===== config.mk =====
export PLATFORM = sky130hd
export DESIGN_NAME = mram_burst_ctrl
export DESIGN_NICKNAME = d
export VERILOG_FILES = /design/src/rtl/mram_pkg.sv /design/src/rtl/sync_edge_det.sv /design/src/rtl/mram_burst_ctrl.sv
export SDC_FILE = /design/constraint.sdc
export NUM_CORES = 1
export LEC_CHECK = 0
export ABC_AREA = 1
export BUFFER_PORTS_ARGS = -buffer_cell sky130_fd_sc_hd__buf_4
export CAP_MARGIN = 0
export CORE_MARGIN = 1
export CORE_UTILIZATION = 50
export DETAILED_ROUTE_END_ITERATION = 8
export PLACE_DENSITY = 0.84
export REMOVE_ABC_BUFFERS = 1
export SLEW_MARGIN = 5
export SYNTH_ARGS = -nofsm -noshare
export SYNTH_HDL_FRONTEND = slang
export SYNTH_SLANG_ARGS = --single-unit

===== constraint.sdc =====
create_clock -name clk -period 1.9 [get_ports clk]
set_input_delay 0.475 -clock clk [delete_from_list [all_inputs] [get_ports clk]]
set_output_delay 0.475 -clock clk [all_outputs]
set_load 0.05 [all_outputs]

===== src/rtl/mram_pkg.sv =====
// Shared widths, timing defaults and FSM encoding for the MRAM burst controller.
package mram_pkg;

    localparam int ADDR_W    = 20;
    localparam int DATA_W    = 16;
    localparam int CNT_W     = 4;
    localparam int T_ACC_DEF = 4;
    localparam int T_WP_DEF  = 3;

    typedef enum logic [2:0] {
        IDLE,
        RD_SETUP,
        RD_ACC,
        RD_WORD,
        WR_SETUP,
        WR_PULSE,
        WR_HOLD,
        FINISH
    } state_t;

    // A disabled or zero-length burst still transfers exactly one word.
    function automatic logic [CNT_W-1:0] word_count(input logic en, input logic [CNT_W-1:0] len);
        return (en && len != '0) ? len : {{(CNT_W-1){1'b0}}, 1'b1};
    endfunction

endpackage


===== src/rtl/sync_edge_det.sv =====
// Two-flop synchronizer with a rising-edge pulse for a slow level command.
module sync_edge_det (
    input  logic clk,
    input  logic rst,
    input  logic level,
    output logic pulse
);

    logic meta;
    logic sync;
    logic prev;
    logic warm1;
    logic warm2;
    logic armed;

    // Only arm after a genuine synchronized low, so a level still high across reset is ignored.
    always_ff @(posedge clk) begin
        if (rst) begin
            meta  <= 1'b0;
            sync  <= 1'b0;
            prev  <= 1'b0;
            warm1 <= 1'b0;
            warm2 <= 1'b0;
            armed <= 1'b0;
        end else begin
            meta  <= level;
            sync  <= meta;
            prev  <= sync;
            warm1 <= 1'b1;
            warm2 <= warm1;
            if (warm2 && !sync) begin
                armed <= 1'b1;
            end
        end
    end

    assign pulse = armed & sync & ~prev;

endmodule


===== src/rtl/mram_burst_ctrl.sv =====
// Burst read/write sequencer for an asynchronous parallel MRAM, driven by
// level commands arriving from the I2C slave clock domain.
module mram_burst_ctrl
    import mram_pkg::*;
#(
    parameter int T_ACC = T_ACC_DEF,
    parameter int T_WP  = T_WP_DEF
) (
    input  logic              clk,
    input  logic              rst,
    input  logic              read_signal,
    input  logic              write_signal,
    input  logic              burst_en,
    input  logic [CNT_W-1:0]  burst_len_out,
    input  logic [ADDR_W-1:0] write_addr,
    input  logic [DATA_W-1:0] write_data,
    output logic [DATA_W-1:0] data_from_MRAM,
    output logic              rd_valid,
    output logic              done,
    output logic              busy,
    output logic [ADDR_W-1:0] mram_addr,
    output logic [DATA_W-1:0] mram_dq_out,
    output logic              mram_dq_oe,
    input  logic [DATA_W-1:0] mram_dq_in,
    output logic              mram_ce_n,
    output logic              mram_oe_n,
    output logic              mram_we_n,
    output logic              mram_ub_n,
    output logic              mram_lb_n
);

    localparam logic [CNT_W-1:0] ACC_LOAD = CNT_W'(T_ACC - 1);
    localparam logic [CNT_W-1:0] WP_LOAD  = CNT_W'(T_WP - 1);

    logic             rd_edge;
    logic             wr_edge;
    state_t           state;
    logic [CNT_W-1:0] words_left;
    logic [CNT_W-1:0] timer;

    sync_edge_det u_rd_sync (
        .clk   (clk),
        .rst   (rst),
        .level (read_signal),
        .pulse (rd_edge)
    );

    sync_edge_det u_wr_sync (
        .clk   (clk),
        .rst   (rst),
        .level (write_signal),
        .pulse (wr_edge)
    );

    // Every output is assigned on the transition into the state that owns it.
    always_ff @(posedge clk) begin
        if (rst) begin
            state          <= IDLE;
            words_left     <= '0;
            timer          <= '0;
            data_from_MRAM <= '0;
            rd_valid       <= 1'b0;
            done           <= 1'b0;
            busy           <= 1'b0;
            mram_addr      <= '0;
            mram_dq_out    <= '0;
            mram_dq_oe     <= 1'b0;
            mram_ce_n      <= 1'b1;
            mram_oe_n      <= 1'b1;
            mram_we_n      <= 1'b1;
            mram_ub_n      <= 1'b1;
            mram_lb_n      <= 1'b1;
        end else begin
            rd_valid <= 1'b0;
            done     <= 1'b0;
            case (state)
                IDLE: begin
                    // Write wins a same-cycle collision; the read edge is simply lost.
                    if (wr_edge) begin
                        state       <= WR_SETUP;
                        mram_addr   <= write_addr;
                        words_left  <= word_count(burst_en, burst_len_out);
                        busy        <= 1'b1;
                        mram_ce_n   <= 1'b0;
                        mram_ub_n   <= 1'b0;
                        mram_lb_n   <= 1'b0;
                        mram_dq_oe  <= 1'b1;
                        mram_dq_out <= write_data;
                    end else if (rd_edge) begin
                        state      <= RD_SETUP;
                        mram_addr  <= write_addr;
                        words_left <= word_count(burst_en, burst_len_out);
                        busy       <= 1'b1;
                        mram_ce_n  <= 1'b0;
                        mram_ub_n  <= 1'b0;
                        mram_lb_n  <= 1'b0;
                    end
                end
                RD_SETUP: begin
                    state     <= RD_ACC;
                    mram_oe_n <= 1'b0;
                    timer     <= ACC_LOAD;
                end
                RD_ACC: begin
                    if (timer == '0) begin
                        state          <= RD_WORD;
                        mram_oe_n      <= 1'b1;
                        data_from_MRAM <= mram_dq_in;
                        rd_valid       <= 1'b1;
                    end else begin
                        timer <= timer - 1'b1;
                    end
                end
                RD_WORD: begin
                    if (words_left == {{(CNT_W-1){1'b0}}, 1'b1}) begin
                        state     <= FINISH;
                        done      <= 1'b1;
                        mram_ce_n <= 1'b1;
                        mram_ub_n <= 1'b1;
                        mram_lb_n <= 1'b1;
                    end else begin
                        state      <= RD_SETUP;
                        words_left <= words_left - 1'b1;
                        mram_addr  <= mram_addr + 1'b1;
                    end
                end
                WR_SETUP: begin
                    state     <= WR_PULSE;
                    mram_we_n <= 1'b0;
                    timer     <= WP_LOAD;
                end
                WR_PULSE: begin
                    if (timer == '0) begin
                        state     <= WR_HOLD;
                        mram_we_n <= 1'b1;
                    end else begin
                        timer <= timer - 1'b1;
                    end
                end
                WR_HOLD: begin
                    // Address only moves after the hold cycle so it never changes under an active pulse.
                    if (words_left == {{(CNT_W-1){1'b0}}, 1'b1}) begin
                        state      <= FINISH;
                        done       <= 1'b1;
                        mram_ce_n  <= 1'b1;
                        mram_ub_n  <= 1'b1;
                        mram_lb_n  <= 1'b1;
                        mram_dq_oe <= 1'b0;
                    end else begin
                        state       <= WR_SETUP;
                        words_left  <= words_left - 1'b1;
                        mram_addr   <= mram_addr + 1'b1;
                        mram_dq_out <= write_data;
                    end
                end
                FINISH: begin
                    state <= IDLE;
                    busy  <= 1'b0;
                end
                default: begin
                    state      <= IDLE;
                    busy       <= 1'b0;
                    mram_dq_oe <= 1'b0;
                    mram_ce_n  <= 1'b1;
                    mram_oe_n  <= 1'b1;
                    mram_we_n  <= 1'b1;
                    mram_ub_n  <= 1'b1;
                    mram_lb_n  <= 1'b1;
                end
            endcase
        end
    end

endmodule

### Word level (Yosys, flattened, before mapping)

Index checks and enable logic that the tools add are counted.

* add/sub/neg operators: 3
* equality and inequality tests: 17
* mux-type cells: 37
* bitwise operators: 8
* reductions and logical operators: 28

Operator list (count)
* $mux W20: 3
* $pmux W20 S2: 1
* $mux W16: 2
* $pmux W16 S2: 1
* $pmux W3 S8: 1
* $add A20 B1 Y20 const B: 1
* $mux W4: 5
* $mux W3: 5
* $reduce_and A3 Y1: 5
* $eq A3 B3 Y1 const B: 4
* $ne A2 B2 Y1 const B: 6
* $pmux W4 S3: 1
* $mux W1: 11
* $pmux W1 S2: 5
* $reduce_and A2 Y1: 5
* $reduce_bool A2 Y1: 5
* $pmux W4 S2: 1
* $reduce_or A2 Y1: 4
* $sub A4 B1 Y4 const B: 2
* $eq A3 B2 Y1 const B: 2
* $and A1 B1 Y1: 4
* $eq A4 B1 Y1 const B: 1
* $logic_not A4 Y1: 1
* $ne A2 B1 Y1 const B: 2
* 9 further kinds: 15

* register bits: 80
* input port bits: 61
* word-level logic and storage cells: 116

### Depth between registers and ports, before layout

* depth after elaboration: 6
* depth in mapped cells: 11

### Hierarchy

From an unflattened synthesis, not the netlist that was laid out.

* cells, all modules: 548
* area total of the unflattened synthesis: 3783.6 um^2

By module, submodules not included
* mram_burst_ctrl: instances 1, cells each 510, area an instance 3418.3 um^2
* sync_edge_det: instances 2, cells each 19, area an instance 182.7 um^2

### Worst setup path before layout

Ideal clock, no wire load.

* path type: reg2reg
* start point: reg mram_addr[0]
* end point: reg mram_addr[18]
* arrival: 1.708 ns
* setup slack: 0.060 ns
* stages on the path, launching flop included: 11
* period minus slack after synthesis: 1.840 ns
* path through: dfxtp_1 ha_1 nand2_1 nor2_1 nand2_1 nor2_1 nand3_1 nand2_1 nand2_1 nand2_1 a21oi_1

* longest elaborated chain between the ends: 3

Ends and longest elaborated chain
* start, declared: line mram_burst_ctrl.sv:21 `output logic [ADDR_W-1:0] mram_addr,`
* start signal, assigned: line mram_burst_ctrl.sv:81 `mram_addr <= write_addr;`
* start signal, assigned: line mram_burst_ctrl.sv:91 `mram_addr <= write_addr;`
* start signal, assigned: line mram_burst_ctrl.sv:124 `mram_addr <= mram_addr + 1'b1;`
* $add A20 B1 Y20: line mram_burst_ctrl.sv:124, mram_burst_ctrl.sv:152
* $mux W20: line mram_burst_ctrl.sv:115, mram_burst_ctrl.sv:142
* $pmux W20 S2: line mram_burst_ctrl.sv:76 `case (state)`

Every way passes these cells. The select of a mux whose other input is x is not followed.
A chain may end at the register's enable or synchronous reset.

### Final worst setup path

* start point: reg timer[0]
* end point: reg data_from_MRAM[3]

* longest elaborated chain between the ends: 2

Ends and longest elaborated chain
* start, declared: line mram_burst_ctrl.sv:39 `logic [CNT_W-1:0] timer;`
* start signal, assigned: line mram_burst_ctrl.sv:111 `timer <= timer - 1'b1;`
* start signal, assigned: line mram_burst_ctrl.sv:137 `timer <= timer - 1'b1;`
* $logic_not A4 Y1: line mram_burst_ctrl.sv:105 `if (timer == '0) begin`
* $reduce_and A2 Y1 (no source line)
* end signal, assigned: line mram_burst_ctrl.sv:108 `data_from_MRAM <= mram_dq_in;`
* end, declared: line mram_burst_ctrl.sv:17 `output logic [DATA_W-1:0] data_from_MRAM,`

Every way passes these cells.

==> flow_metrics.tcl <==
set metrics [dict create \
    finalHoldViolCount 0 \
    ant_nets 0 \
    timing.critical_path.fanout_max 17 \
    critPathArrivalTime_ps 1990 \
    route.detailed.drc 0 \
    final_cell_area_um2 4870 \
    clk_pin_slew_ps 100 \
    hpwl_um 6800 \
    fin_crit_ps 1760 \
    setup_viol_count_final 0 \
    vdd.ir_drop.worst_uv 1250 \
    cts_root_buf "clkbuf_8" \
    die-width_um 87.5 \
    synthTopCellsByArea "dfxtp_1 44%, nand2_1 11%, nor2_1 9.5%" \
    placedInstanceArea_um2 4650 \
    power_density_nw_per_um2 1790 \
    wl_per_cell_um 12.7 \
    ys_dominant_reg_cell "dfxtp_1" \
    drt-vias-per-instance 5.10 \
    drt-pass1-iter-count 5 \
    final_layout_size_suffix_gt1_share_pct 26.6 \
    achievable-frequency_mhz 568 \
    synth_top_cell_by_area "dfxtp_1" \
    final_cell_count_no_fill 731 \
    synthDominantCellAreaShare_pct 43.8 \
    worst-r2r-setup-slack_ps 140 \
    grt_setup_unrepaired "no" \
    floorplan.io_pins 122 \
    fp.dieH_um 87.5 \
    grt_pass1_vias 3698 \
    numPlacedInstances 715 \
    grt_antenna_before_repair 0 \
    postRouteWirelength_um 9310 \
    slew_headroom_pct 67.8 \
    post_synth_inst_count 511 \
    synth_sequential_area_ratio_pct 43.8 \
    cts-buffers-inserted 9 \
    crit_start "timer[0]$_SDFFE_PP0P_" \
    worstSkewPairLatency_ps 350 \
    synth_cell_types 31 \
    cts_sink_count 80 \
    timing.rr.start "timer[0]$_SDFFE_PP0P_" \
    setup.worst_path.class "reg2reg" \
    holdWs_ps 328 \
    post-route-period-util_pct 92.7 \
    final_replace_weighted_congestion 0.906 \
    filler_cell_count 581 \
    max-clock-path-buffers 2 \
    syn-mean-instance-area_um2 7.15 \
    vias 3729 \
    yosysWarningCount 0 \
    final_net_count 695 \
    synth.ff_latch_count 80 \
    insertedDiodeCount 0 \
    layout-area-overhead-vs-synth_pct 33.2 \
    fin_total_pwr_mw 8.73 \
    crit_path_start_kind "flop" \
    die_area_um2 7650 \
    timing.critical_path.to "data_from_MRAM[3]$_SDFFE_PP0P_" \
    initial_utilization_pct 52.6 \
    mappedNetlistArea_um2 3650 \
    std_cell_rows 30 \
    grt_util_all_layers_pct 26.1 \
    run_status "complete, no violations" \
    hold_path_class "in2reg" \
    detailedRoute.firstIterationViolations 156 \
    tightest_slew_ps 480 \
    gr-total-overflow 0 \
    crit_path_end_kind "flop" \
    synth_edf_count 0 \
    input_output_buffers 121 \
    leakage_nw 2.23 \
    core_region_area_um2 6940 \
    cts_tree "yes" \
    grt_max_degree 33 \
    timing.final.max_slew_violations 0 \
    timing.rr.end "data_from_MRAM[3]$_SDFFE_PP0P_" \
    wire_length_of_the_first_global_routing_pass_um 15800 \
    clock-skew-final_ps 17.5 \
    synth_async_sr_flop_share_pct 0 \
    cts_hold_repair.buffers 0 \
    ctsHtreeMaxLevel 3 \
    drv_cap 0 \
    reg2reg_depth 7 \
    required_ps 2130 \
]
[metrics by stage]
step	util (%)	TNS, ps	setup slack [ps]
3_3_place_gp	67.0	0	257
2_1_floorplan	-	-8890	-614
4_1_cts	69.9	0	169
3_5_place_dp	67.0	0	190
5_1_grt	70.1	0	28.0
6_report	70.1	0	138
[worst max-delay path: stages (launching register included)]
cell and delay [ps]:
dfxtp_1 310, inv_1 60, ha_1 240, nand2_1 140, nor2_1 90, nand2_1 80, clkinv_1 390, a22o_1 340
[registers in the layout, indices dropped and copies added, names as in the netlist, 3 cells and up]
name / cells
mram_dq_out: 16
data_from_MRAM: 16
words_left: 4
timer: 4
state: 3
mram_addr: 20
[what timing repair did]
item	4_1_cts	5_1_grt
gates resized for setup	0	5
setup buffers	0	0
endpoints found under the setup margin	0	6
[cell families after synthesis]
family	count (synthesis)	share of synthesized area, %
AOI/OAI and AO/OA	105	16.5
xor gates and xnor gates	7	1.68
and+or+nand+nor	251	29.2
buffers and inverters	64	7.40
DFF	80	43.8
adders and majority gates	4	1.37
[placed cells by master, fill, tap and decap left out, drive strengths merged, types with 4 or more instances in the layout]
cell type / count
clkbuf: 9
o21ai: 41
ha: 4
a21oi: 41
inv: 42
a22o: 16
buf: 131
nor2: 96
nand2: 105
xor2: 6
dfxtp: 80
nand4: 5
or2: 5
nand3b: 4
nand3: 36
[per-layer routing]
layer / vias to the layer above / global-route usage [%] / share of wire [%]
li1: 1905 / - / -
met1: 1708 / 31.2 / 45
met2: 101 / 45.7 / 48
met3: 15 / 4.17 / 4.4
met4: 0 / 11.8 / 2.1
met5: - / 0 / 0
[layout make-up]
class	instances	area (um2)	share of cell area (%)
Timing Repair Buffer	131	1000	20.5
Clock inverter	7	78.8	1.62
Inverter	41	154	3.16
Clock buffer	9	124	2.55
Sequential cell	80	1610	33.0
Tap cell	96	120	2.47
Multi-Input combinational cell	367	1780	36.7
[synth_stat cells, types with 6 or more instances]
| cell type | number |
|---|---|
| nand2_1 | 103 |
| nor2_1 | 92 |
| dfxtp_1 | 80 |
| a21oi_1 | 41 |
| o21ai_0 | 38 |
| inv_1 | 35 |
| nand3_1 | 33 |
| a22o_1 | 16 |
| clkbuf_1 | 12 |
| buf_2 | 6 |
| xor2_1 | 6 |
[power breakdown]
part           total [mW]  internal, mW  leakage [nW]  switching [mW]
Combinational        4.72          1.48          1.48            3.24
Clock                1.28         0.621        0.0977           0.658
Sequential           2.73          2.24         0.657           0.487
Total                8.73          4.34          2.23            4.39
[how the worst min path moves through the flow]
stage	from	endpoint	slack [ps]	cells past startpoint
after floorplan	u_rd_sync.meta$_SDFF_PP0_	u_rd_sync.sync$_SDFF_PP0_	390	2
after global placement	u_wr_sync.meta$_SDFF_PP0_	u_wr_sync.sync$_SDFF_PP0_	390	2
after detailed placement	u_rd_sync.warm1$_DFF_P_	u_rd_sync.warm2$_SDFF_PP0_	410	2
after CTS	mram_dq_in[9]	data_from_MRAM[9]$_SDFFE_PP0P_	320	2
after global routing	mram_dq_in[15]	data_from_MRAM[15]$_SDFFE_PP0P_	320	2
final	mram_dq_in[4]	data_from_MRAM[4]$_SDFFE_PP0P_	330	2
No activity file was read; power rests on OpenSTA's default activity.
